--- src/rtl/delay_slot_scheduler.sv ---
// delay_slot_scheduler: picks cand0, cand1 or a NOP bubble for each branch delay slot
// and keeps saturating per-source fill statistics.
module delay_slot_scheduler #(
    parameter int MAX_WAIT = 4,
    parameter int CNT_W    = 16
) (
    input  logic             clk,
    input  logic             reset,
    input  logic             stall,
    input  logic             flush,
    input  logic [31:0]      id_instr,
    input  logic             id_valid,
    input  logic             cand0_valid,
    input  logic [31:0]      cand0_instr,
    input  logic             cand1_valid,
    input  logic [31:0]      cand1_instr,
    input  logic             branch_done,
    output logic             kill_cand1,
    output logic             slot_valid,
    output logic [1:0]       slot_sel,
    output logic [31:0]      slot_instr,
    output logic             busy,
    output logic [CNT_W-1:0] cnt_cand0,
    output logic [CNT_W-1:0] cnt_cand1,
    output logic [CNT_W-1:0] cnt_nop
);
    localparam int WW = $clog2(MAX_WAIT + 1);

    typedef enum logic [1:0] {IDLE, WAIT_CAND, WAIT_RES} state_t;

    state_t           state_q, state_d;
    logic [WW-1:0]    wait_cnt_q, wait_cnt_d;
    logic [4:0]       rs_q, rs_d, rt_q, rt_d;
    logic             slot_valid_q, slot_valid_d;
    logic [1:0]       slot_sel_q, slot_sel_d;
    logic [31:0]      slot_instr_q, slot_instr_d;
    logic [CNT_W-1:0] cnt0_q, cnt0_d, cnt1_q, cnt1_d, cntn_q, cntn_d;
    logic             capture, decide, timeout, elig0, elig1;
    logic [1:0]       sel;
    logic [4:0]       br_rs, br_rt, d0, d1;

    function automatic logic is_cti(input logic [31:0] i);
        return i[31:26] inside {6'h02, 6'h03, 6'h04, 6'h05} || (i[31:26] == 6'h00 && i[5:0] == 6'h08);
    endfunction

    function automatic logic [4:0] dest(input logic [31:0] i);
        if (is_cti(i))
            return 5'd0;
        if (i[31:26] == 6'h00)
            return i[15:11];
        if (i[31:29] == 3'b001 || i[31:26] == 6'h23)
            return i[20:16];
        return 5'd0;
    endfunction

    function automatic logic is_mem(input logic [31:0] i);
        return i[31:26] == 6'h23 || i[31:26] == 6'h2B;
    endfunction

    // A zero destination never conflicts, so r0 reads are never hazards.
    function automatic logic hits(input logic [4:0] d, input logic [4:0] a, input logic [4:0] b);
        return d != 5'd0 && (d == a || d == b);
    endfunction

    always_comb begin
        br_rs   = (state_q == IDLE) ? id_instr[25:21] : rs_q;
        br_rt   = (state_q == IDLE) ? id_instr[20:16] : rt_q;
        d0      = dest(cand0_instr);
        d1      = dest(cand1_instr);
        elig0   = cand0_valid && !is_cti(cand0_instr) && cand0_instr != 32'h0 && !hits(d0, br_rs, br_rt);
        elig1   = cand1_valid && !is_cti(cand1_instr) && cand1_instr != 32'h0 && !hits(d1, br_rs, br_rt)
                  && !hits(d1, cand0_instr[25:21], cand0_instr[20:16]) && !hits(d1, d0, d0)
                  && !hits(d0, cand1_instr[25:21], cand1_instr[20:16])
                  && !(is_mem(cand0_instr) && is_mem(cand1_instr));
        sel     = !cand0_valid ? 2'b00 : elig0 ? 2'b01 : elig1 ? 2'b10 : 2'b00;
        capture = state_q == IDLE && id_valid && is_cti(id_instr) && !stall && !flush;
        timeout = wait_cnt_q == WW'(MAX_WAIT - 1);
        decide  = !reset && !flush && ((capture && cand0_valid) || (state_q == WAIT_CAND && (cand0_valid || timeout)));
        state_d    = state_q;
        wait_cnt_d = wait_cnt_q;
        rs_d       = capture ? id_instr[25:21] : rs_q;
        rt_d       = capture ? id_instr[20:16] : rt_q;
        if (flush) begin
            state_d    = IDLE;
            wait_cnt_d = '0;
        end else if (decide) begin
            state_d    = WAIT_RES;
            wait_cnt_d = '0;
        end else if (capture) begin
            state_d    = WAIT_CAND;
            wait_cnt_d = '0;
        end else if (state_q == WAIT_CAND) begin
            wait_cnt_d = wait_cnt_q + 1'b1;
        end else if (state_q == WAIT_RES && branch_done) begin
            state_d = IDLE;
        end
        slot_valid_d = decide;
        slot_sel_d   = decide ? sel : slot_sel_q;
        slot_instr_d = !decide ? slot_instr_q : sel == 2'b01 ? cand0_instr : sel == 2'b10 ? cand1_instr : 32'h0;
        cnt0_d = cnt0_q + CNT_W'(decide && sel == 2'b01 && cnt0_q != '1);
        cnt1_d = cnt1_q + CNT_W'(decide && sel == 2'b10 && cnt1_q != '1);
        cntn_d = cntn_q + CNT_W'(decide && sel == 2'b00 && cntn_q != '1);
    end

    always_ff @(posedge clk) begin
        if (reset) begin
            state_q      <= IDLE;
            wait_cnt_q   <= '0;
            rs_q         <= '0;
            rt_q         <= '0;
            slot_valid_q <= 1'b0;
            slot_sel_q   <= 2'b00;
            slot_instr_q <= 32'h0;
            cnt0_q       <= '0;
            cnt1_q       <= '0;
            cntn_q       <= '0;
        end else begin
            state_q      <= state_d;
            wait_cnt_q   <= wait_cnt_d;
            rs_q         <= rs_d;
            rt_q         <= rt_d;
            slot_valid_q <= slot_valid_d;
            slot_sel_q   <= slot_sel_d;
            slot_instr_q <= slot_instr_d;
            cnt0_q       <= cnt0_d;
            cnt1_q       <= cnt1_d;
            cntn_q       <= cntn_d;
        end
    end

    assign kill_cand1 = decide && sel == 2'b10;
    assign slot_valid = slot_valid_q;
    assign slot_sel   = slot_sel_q;
    assign slot_instr = slot_instr_q;
    assign busy       = state_q != IDLE;
    assign cnt_cand0  = cnt0_q;
    assign cnt_cand1  = cnt1_q;
    assign cnt_nop    = cntn_q;
endmodule

--- config.mk ---
export PLATFORM = sky130hd
export DESIGN_NAME = delay_slot_scheduler
export DESIGN_NICKNAME = d
export VERILOG_FILES = /design/src/rtl/delay_slot_scheduler.sv
export SDC_FILE = /design/constraint.sdc
export NUM_CORES = 1
export LEC_CHECK = 0
export ABC_AREA = 0
export BUFFER_PORTS_ARGS = -buffer_cell sky130_fd_sc_hd__clkbuf_2
export CAP_MARGIN = 20
export CORE_MARGIN = 10
export CORE_UTILIZATION = 46
export DETAILED_ROUTE_END_ITERATION = 7
export MAX_ROUTING_LAYER = met4
export PLACE_DENSITY = 0.77
export SETUP_SLACK_MARGIN = 0.3
export SYNTH_ARGS = -nofsm -noshare
export SYNTH_HDL_FRONTEND = slang
export SYNTH_SLANG_ARGS = --single-unit
--- constraint.sdc ---
create_clock -name clk -period 5.1 [get_ports clk]
set_clock_uncertainty 0.2 [all_clocks]
set_input_delay 1.02 -clock clk [delete_from_list [all_inputs] [get_ports clk]]
set_output_delay 1.02 -clock clk [all_outputs]
set_load 0.02 [all_outputs]
**Word-level counts from Yosys, hierarchy flattened**

Index checks and enable logic that the tools add are counted.

- Add/subtract/negate cells: 4
- Equality and inequality tests: 40
- Muxes and demuxes: 35
- Reductions and logical operators: 78

Operators with widths:

| kind | count |
|---|---|
| $mux 5 | 14 |
| $mux 32 | 2 |
| $reduce_bool 32->1 | 2 |
| $add 16x1->16 | 3 |
| $ne 16x16->1 const B | 3 |
| $eq 5x5->1 | 9 |
| $eq 6x2->1 const B | 6 |
| $eq 6x3->1 const B | 6 |
| $logic_and 1x1->1 | 34 |
| $eq 6x6->1 const B | 4 |
| $eq 6x4->1 const B | 3 |
| $logic_not 6->1 | 3 |
| $mux 2 | 7 |
| $logic_or 1x1->1 | 13 |
| $mux 1 | 12 |
| $reduce_bool 4->1 | 3 |
| $logic_not 1->1 | 11 |
| $reduce_bool 5->1 | 2 |
| $eq 3x1->1 const B | 2 |
| $eq 2x1->1 const B | 2 |
| $eq 2x2->1 const B | 2 |
| $logic_not 2->1 | 2 |
| $reduce_and 2->1 | 2 |
| $reduce_bool 2->1 | 2 |
| other kinds (8) | 8 |

- Register bits: 98
- Input port bits: 104
- Output and inout port bits: 85
- Logic and storage cells: 168

**Depth between registers and ports, before layout**

- Depth in word-level cells: 26
- Mapped depth: 20
- Gate-level depth less buffers: 16

**Least setup slack after synthesis**

Ideal clock, no wire load.

- Kind: input to register
- Start: input port cand0_instr[0]
- End: register cntn_q[11] (netlist: cnt_nop[11])
- Setup time: 0.070 ns
- Arrival: 4.747 ns
- Required time: 4.830 ns
- Slack: 0.083 ns
- Stages on the path: 16
- Buffers on the path: 2
- Path through: or3_1 > or4b_1 > a32o_1 > xnor2_1 > nor4_1 > o21ai_1 > a31oi_1 > buf_2 > o31ai_1 > a21oi_1 > ha_1 > nand2_1 > or3_1 > clkbuf_1 > or3_1 > a21oi_1

- Longest elaborated chain between the ends: 18
- Elaborated cells on any way between the ends: 34
- Classes of those cells: add/sub (1); eq/ne (6); mux (5); reduce/logical (22)

Ends and longest elaborated chain:

| element | RTL line | source |
|---|---|---|
| from (decl) | 14 | `input logic [31:0] cand0_instr,` |
| $eq 6x4->1 | 43 | `return i[31:26] inside {6'h02, 6'h03, 6'h04, 6'h05} \|\| (i[31:26] == 6'h00 && i[5:0] == 6'h08);` |
| $logic_and 1x1->1 | 43 |  |
| $logic_or 1x1->1 | 43 |  |
| $mux 1 | 47 | `if (is_cti(i))` |
| $mux 5 | 49 | `if (i[31:26] == 6'h00)` |
| $eq 5x5->1 | 62 | `return d != 5'd0 && (d == a \|\| d == b);` |
| $logic_and 1x1->1 / $logic_or 1x1->1 (equally long branches) | 62 |  |
| $logic_not 1->1 / $logic_and 1x1->1 (equally long branches) | 72, 62 |  |
| $logic_and 1x1->1 / $logic_not 1->1 (equally long branches) | 72, 73 |  |
| $logic_and 1x1->1 | 73 | `&& !hits(d0, cand1_instr[25:21], cand1_instr[20:16])` |
| $logic_and 1x1->1 | 74 | `&& !(is_mem(cand0_instr) && is_mem(cand1_instr));` |
| $mux 2 | 75 | `sel = !cand0_valid ? 2'b00 : elig0 ? 2'b01 : elig1 ? 2'b10 : 2'b00;` |
| $mux 2 (*) (2 in a row) | 75 |  |
| $logic_not 2->1 (*) | 102 | `cntn_d = cntn_q + CNT_W'(decide && sel == 2'b00 && cntn_q != '1);` |
| $logic_and 1x1->1 (*) (2 in a row) | 102 |  |
| $add 16x1->16 (*) | 102 |  |
| to (signal assigned) | 127 | `cntn_q <= cntn_d;` |
| to (decl) | 37 | `logic [CNT_W-1:0] cnt0_q, cnt0_d, cnt1_q, cnt1_d, cntn_q, cntn_d;` |

Mark *: on every way between the ends. The rest lies on a longest branch, timed or not.
A chain may end at the register's enable or synchronous reset.

**Worst setup path in the final report**

- Start: input port cand1_instr[0]
- End: output port kill_cand1

- Longest elaborated chain between the ends: 19
- Elaborated cells on any way between the ends: 33
- Classes of those cells: eq/ne (7); mux (5); reduce/logical (21)

Ends and longest elaborated chain:

| element | RTL line | source |
|---|---|---|
| from (decl) | 16 | `input logic [31:0] cand1_instr,` |
| $eq 6x4->1 | 43 |  |
| $logic_and 1x1->1 | 43 |  |
| $logic_or 1x1->1 | 43 |  |
| $mux 1 | 47 |  |
| $mux 5 | 49 |  |
| $eq 5x5->1 | 62 |  |
| $logic_or 1x1->1 | 62 |  |
| $logic_and 1x1->1 | 62 |  |
| $logic_not 1->1 | 71 | `elig1 = cand1_valid && !is_cti(cand1_instr) && cand1_instr != 32'h0 && !hits(d1, br_rs, br_rt)` |
| $logic_and 1x1->1 | 71 |  |
| $logic_and 1x1->1 | 72 | `&& !hits(d1, cand0_instr[25:21], cand0_instr[20:16]) && !hits(d1, d0, d0)` |
| $logic_and 1x1->1 (*) | 72 |  |
| $logic_and 1x1->1 (*) | 73 |  |
| $logic_and 1x1->1 (*) | 74 |  |
| $mux 2 (*) (3 in a row) | 75 |  |
| $eq 2x2->1 (*) | 131 | `assign kill_cand1 = decide && sel == 2'b10;` |
| $logic_and 1x1->1 (*) | 131 |  |
| to (decl) | 18 | `output logic kill_cand1,` |

Marked as above.

==> run summary <==
Final WL: 19500 um
Vias in the first global route: 5655
Worst IR drop on VDD: 0.1521 mV
Die width: 130.1 um
CP Cell Sequence: clkbuf_2 > or4_4 > or3b_4 > a32o_2 > xor2_1 > nor3_1 > nand3_1 > nand4_1 > o21a_1 > nor3_2 > buf_4
Fmax: 0.2069 GHz
Largest net degree at the start of global routing: 76
Max_cap viols: 0
Clk_lat worst skew: 0.35 ns
Vias per inst: 5.944
RSZ-0062 raised after global routing: yes
Num rows: 40
WHS: 0.2697 ns
Req. time, crit path: 3.88 ns
Die Area: 16920 um2
Die height: 130.1 um
Final Max Slew Viols: 0
Synth Net Count: 757
Final Non-Filler Cells: 997
Critical path class: in2out
DRC violations left: 0
First-pass GRT wire length: 29750 um
Slowest stage cell, crit path: or4_4
Critical path arrival: 3.61 ns
Number of flops mapped to enable cells by yosys: 0
Minimum clock period: 4.834 ns
Starting Density: 46.60%
Top cells by area, synth: dfxtp_1, xor2_1, xnor2_1
Final setup fails: 0
Worst Tran Pin Value: 0.8532 ns
Hold Crit Depth: 1
Core footprint: 11960 um2
DRT antenna net count: 0
Ys Warns: 0
Post-Syn Area: 5574 um2
Post-synth top area share: 35.20%
Post-CTS Hold Buffers: 0
Buf/Inv on CP: 2
Syn avg cell area: 8.642 um2
Status: completed
CP startpoint kind: primary input
CP max FO: 6
Clk pin slew, worst setup/hold paths: 0.06 ns
Reg2reg path depth: 15
Crit-path leading delay family: simple AND/OR/NAND/NOR gates
Util after Layout: 61.79%
#FFs+latches synth: 98
Post-synthesis cell type count: 64
Layout cells sized above 1: 33.88%
Main synth FF type: dfxtp_1
Hold Path Class: reg2reg
Initial DRC Count: 554
TritonCTS clock tree: built
Worst path depth: 11
Endpoints failing hold: 0
Crit-path max cell delay: 0.53 ns
Antenna cells: 0
Async set-or-reset flop fraction in the synthesized netlist: 0%
Via Count: 5926
Total grt overflow: 0
Routability cong.: 1.028
Number of CTS-inserted buffers: 9
Seq/Total Area, Yosys: 35.20%
Syn Inst Count: 645
Number of top-level pins: 189
Layout area overhead: 32.59%
Normalized max-slew margin: 42.78%
Clk buf depth: 2
Final Cycle Share: 94.79%
Drt pass-1 iters: 6
Yosys top cell by area: dfxtp_1
Initial antenna violation count: 0
Clock sink total: 98
Max H-tree Level: 3
CP endpoint kind: output pin
Buffers on Ports: 178
HPWL Detailed: 14740 um
Lkg Pwr: 3.219 nW
Placed cell count: 970
Fin nets: 957
Drt wl/cell: 19.56 um
CTS root buffer: clkbuf_16
Pwr per Cell Area: 230.9 nW/um2
Filler cells: 1075
Final Power: 0.001707 W
Aggregate global-route resource usage: 22.79%
==> cells in the final DEF, fill, tap and decap left out, drive strengths merged, types with 15 or more instances in the layout <==
master  count
clkbuf    189
xor2       39
dfxtp      98
nand3      26
nor4       16
xnor2      36
a21oi      22
a22oi      22
mux2i      22
nor2       64
o21ai      31
buf        47
or3        15
inv        15
nor2b      20
nand4      28
nand2      29
==> Yosys cell counts, drive strengths merged, types with 3 or more instances <==
cell / n
nand2b: 3
a22oi: 22
nand4: 28
mux2i: 22
buf: 15
or3: 14
a21oi: 22
clkbuf: 21
a32oi: 8
o41ai: 7
or2: 4
and4: 4
inv: 15
xor2: 39
nor4: 16
nand3: 26
nand2: 29
a211oi: 3
nor2: 64
a32o: 4
o21ai: 31
a22o: 14
nor2b: 20
ha: 8
dfxtp: 98
or4b: 3
and3: 9
xnor2: 36
and2: 6
nor3b: 4
a41o: 12
nor3: 11
==> stage by stage <==
step                      TNS [ns]  area, um2  setup slack, ns
after CTS                        0       7196           0.2325
after detailed placement  -0.05670       6863         -0.05214
after floorplan                  0       5668           0.3134
final                            0       7391           0.2659
after global routing             0       7391           0.1760
after global placement           0       6863         0.007832
==> per-layer routing <==
layer	vias up	track usage, %	routed length [um]
li1	2802	-	-
met1	2755	27.97	7936
met2	318	34.40	8800
met3	51	6.288	2109
met4	0	9.921	650
met5	-	-	0
==> what timing repair did <==
item                       CTS  global route
cloned                       0             1
setup buffers                2             8
gates resized for setup      6            26
pin swaps                    4             9
setup endpoints to repair    2            30
==> power breakdown <==
group	internal (W)	total (W)	switching [W]
sequential	0.000765	0.000766	0.000000392
combinational	0.0000934	0.000236	0.000142
clock	0.000395	0.000705	0.000311
total	0.00125	0.00171	0.000453
==> cells by family (layout without fill, tap and decap cells) <==
group / count (synthesis) / after routing / synth area share [%]
fa+ha+maj: 8 / 8 / 1.796
flops: 98 / 98 / 35.20
compound gates: 143 / 143 / 19.30
buf+inv: 51 / 255 / 3.906
simple gates: 247 / 248 / 23.86
mux: 23 / 23 / 4.153
xor+xnor: 75 / 75 / 11.78
==> final timing paths <==
check / slack [ns] / start / endpoint
setup / recovery: 0.27 / cand1_instr[0] / kill_cand1
hold / removal: 0.27 / slot_sel[1]$_SDFFE_PP0P_ / slot_sel[1]$_SDFFE_PP0P_
setup reg to reg: 1.31 / state_q[1]$_SDFFE_PP0P_ / cnt_nop[15]$_SDFF_PP0_
hold reg to reg: 0.27 / slot_sel[1]$_SDFFE_PP0P_ / slot_sel[1]$_SDFFE_PP0P_
==> sequential cells by signal, indices dropped and copies added (netlist names) <==
| register | cells |
|---|---|
| slot_instr | 32 |
| cnt_cand0 | 16 |
| cnt_cand1 | 16 |
| cnt_nop | 16 |
| rs_q | 5 |
| rt_q | 5 |
| wait_cnt_q | 3 |
| slot_sel | 2 |
| state_q | 2 |
| slot_valid | 1 |
==> layout make-up <==
| cell class | count | area [um2] | area share, % |
|---|---|---|---|
| inverters | 15 | 56.30 | 0.7618 |
| clock inverters | 4 | 51.30 | 0.6941 |
| well taps | 147 | 183.9 | 2.489 |
| clock buffers | 12 | 246.5 | 3.335 |
| flip-flops and latches | 98 | 1962 | 26.54 |
| repair buffers | 224 | 1287 | 17.42 |
| multi-input cells | 497 | 3603 | 48.76 |
Power figures use the tool's default switching activity.
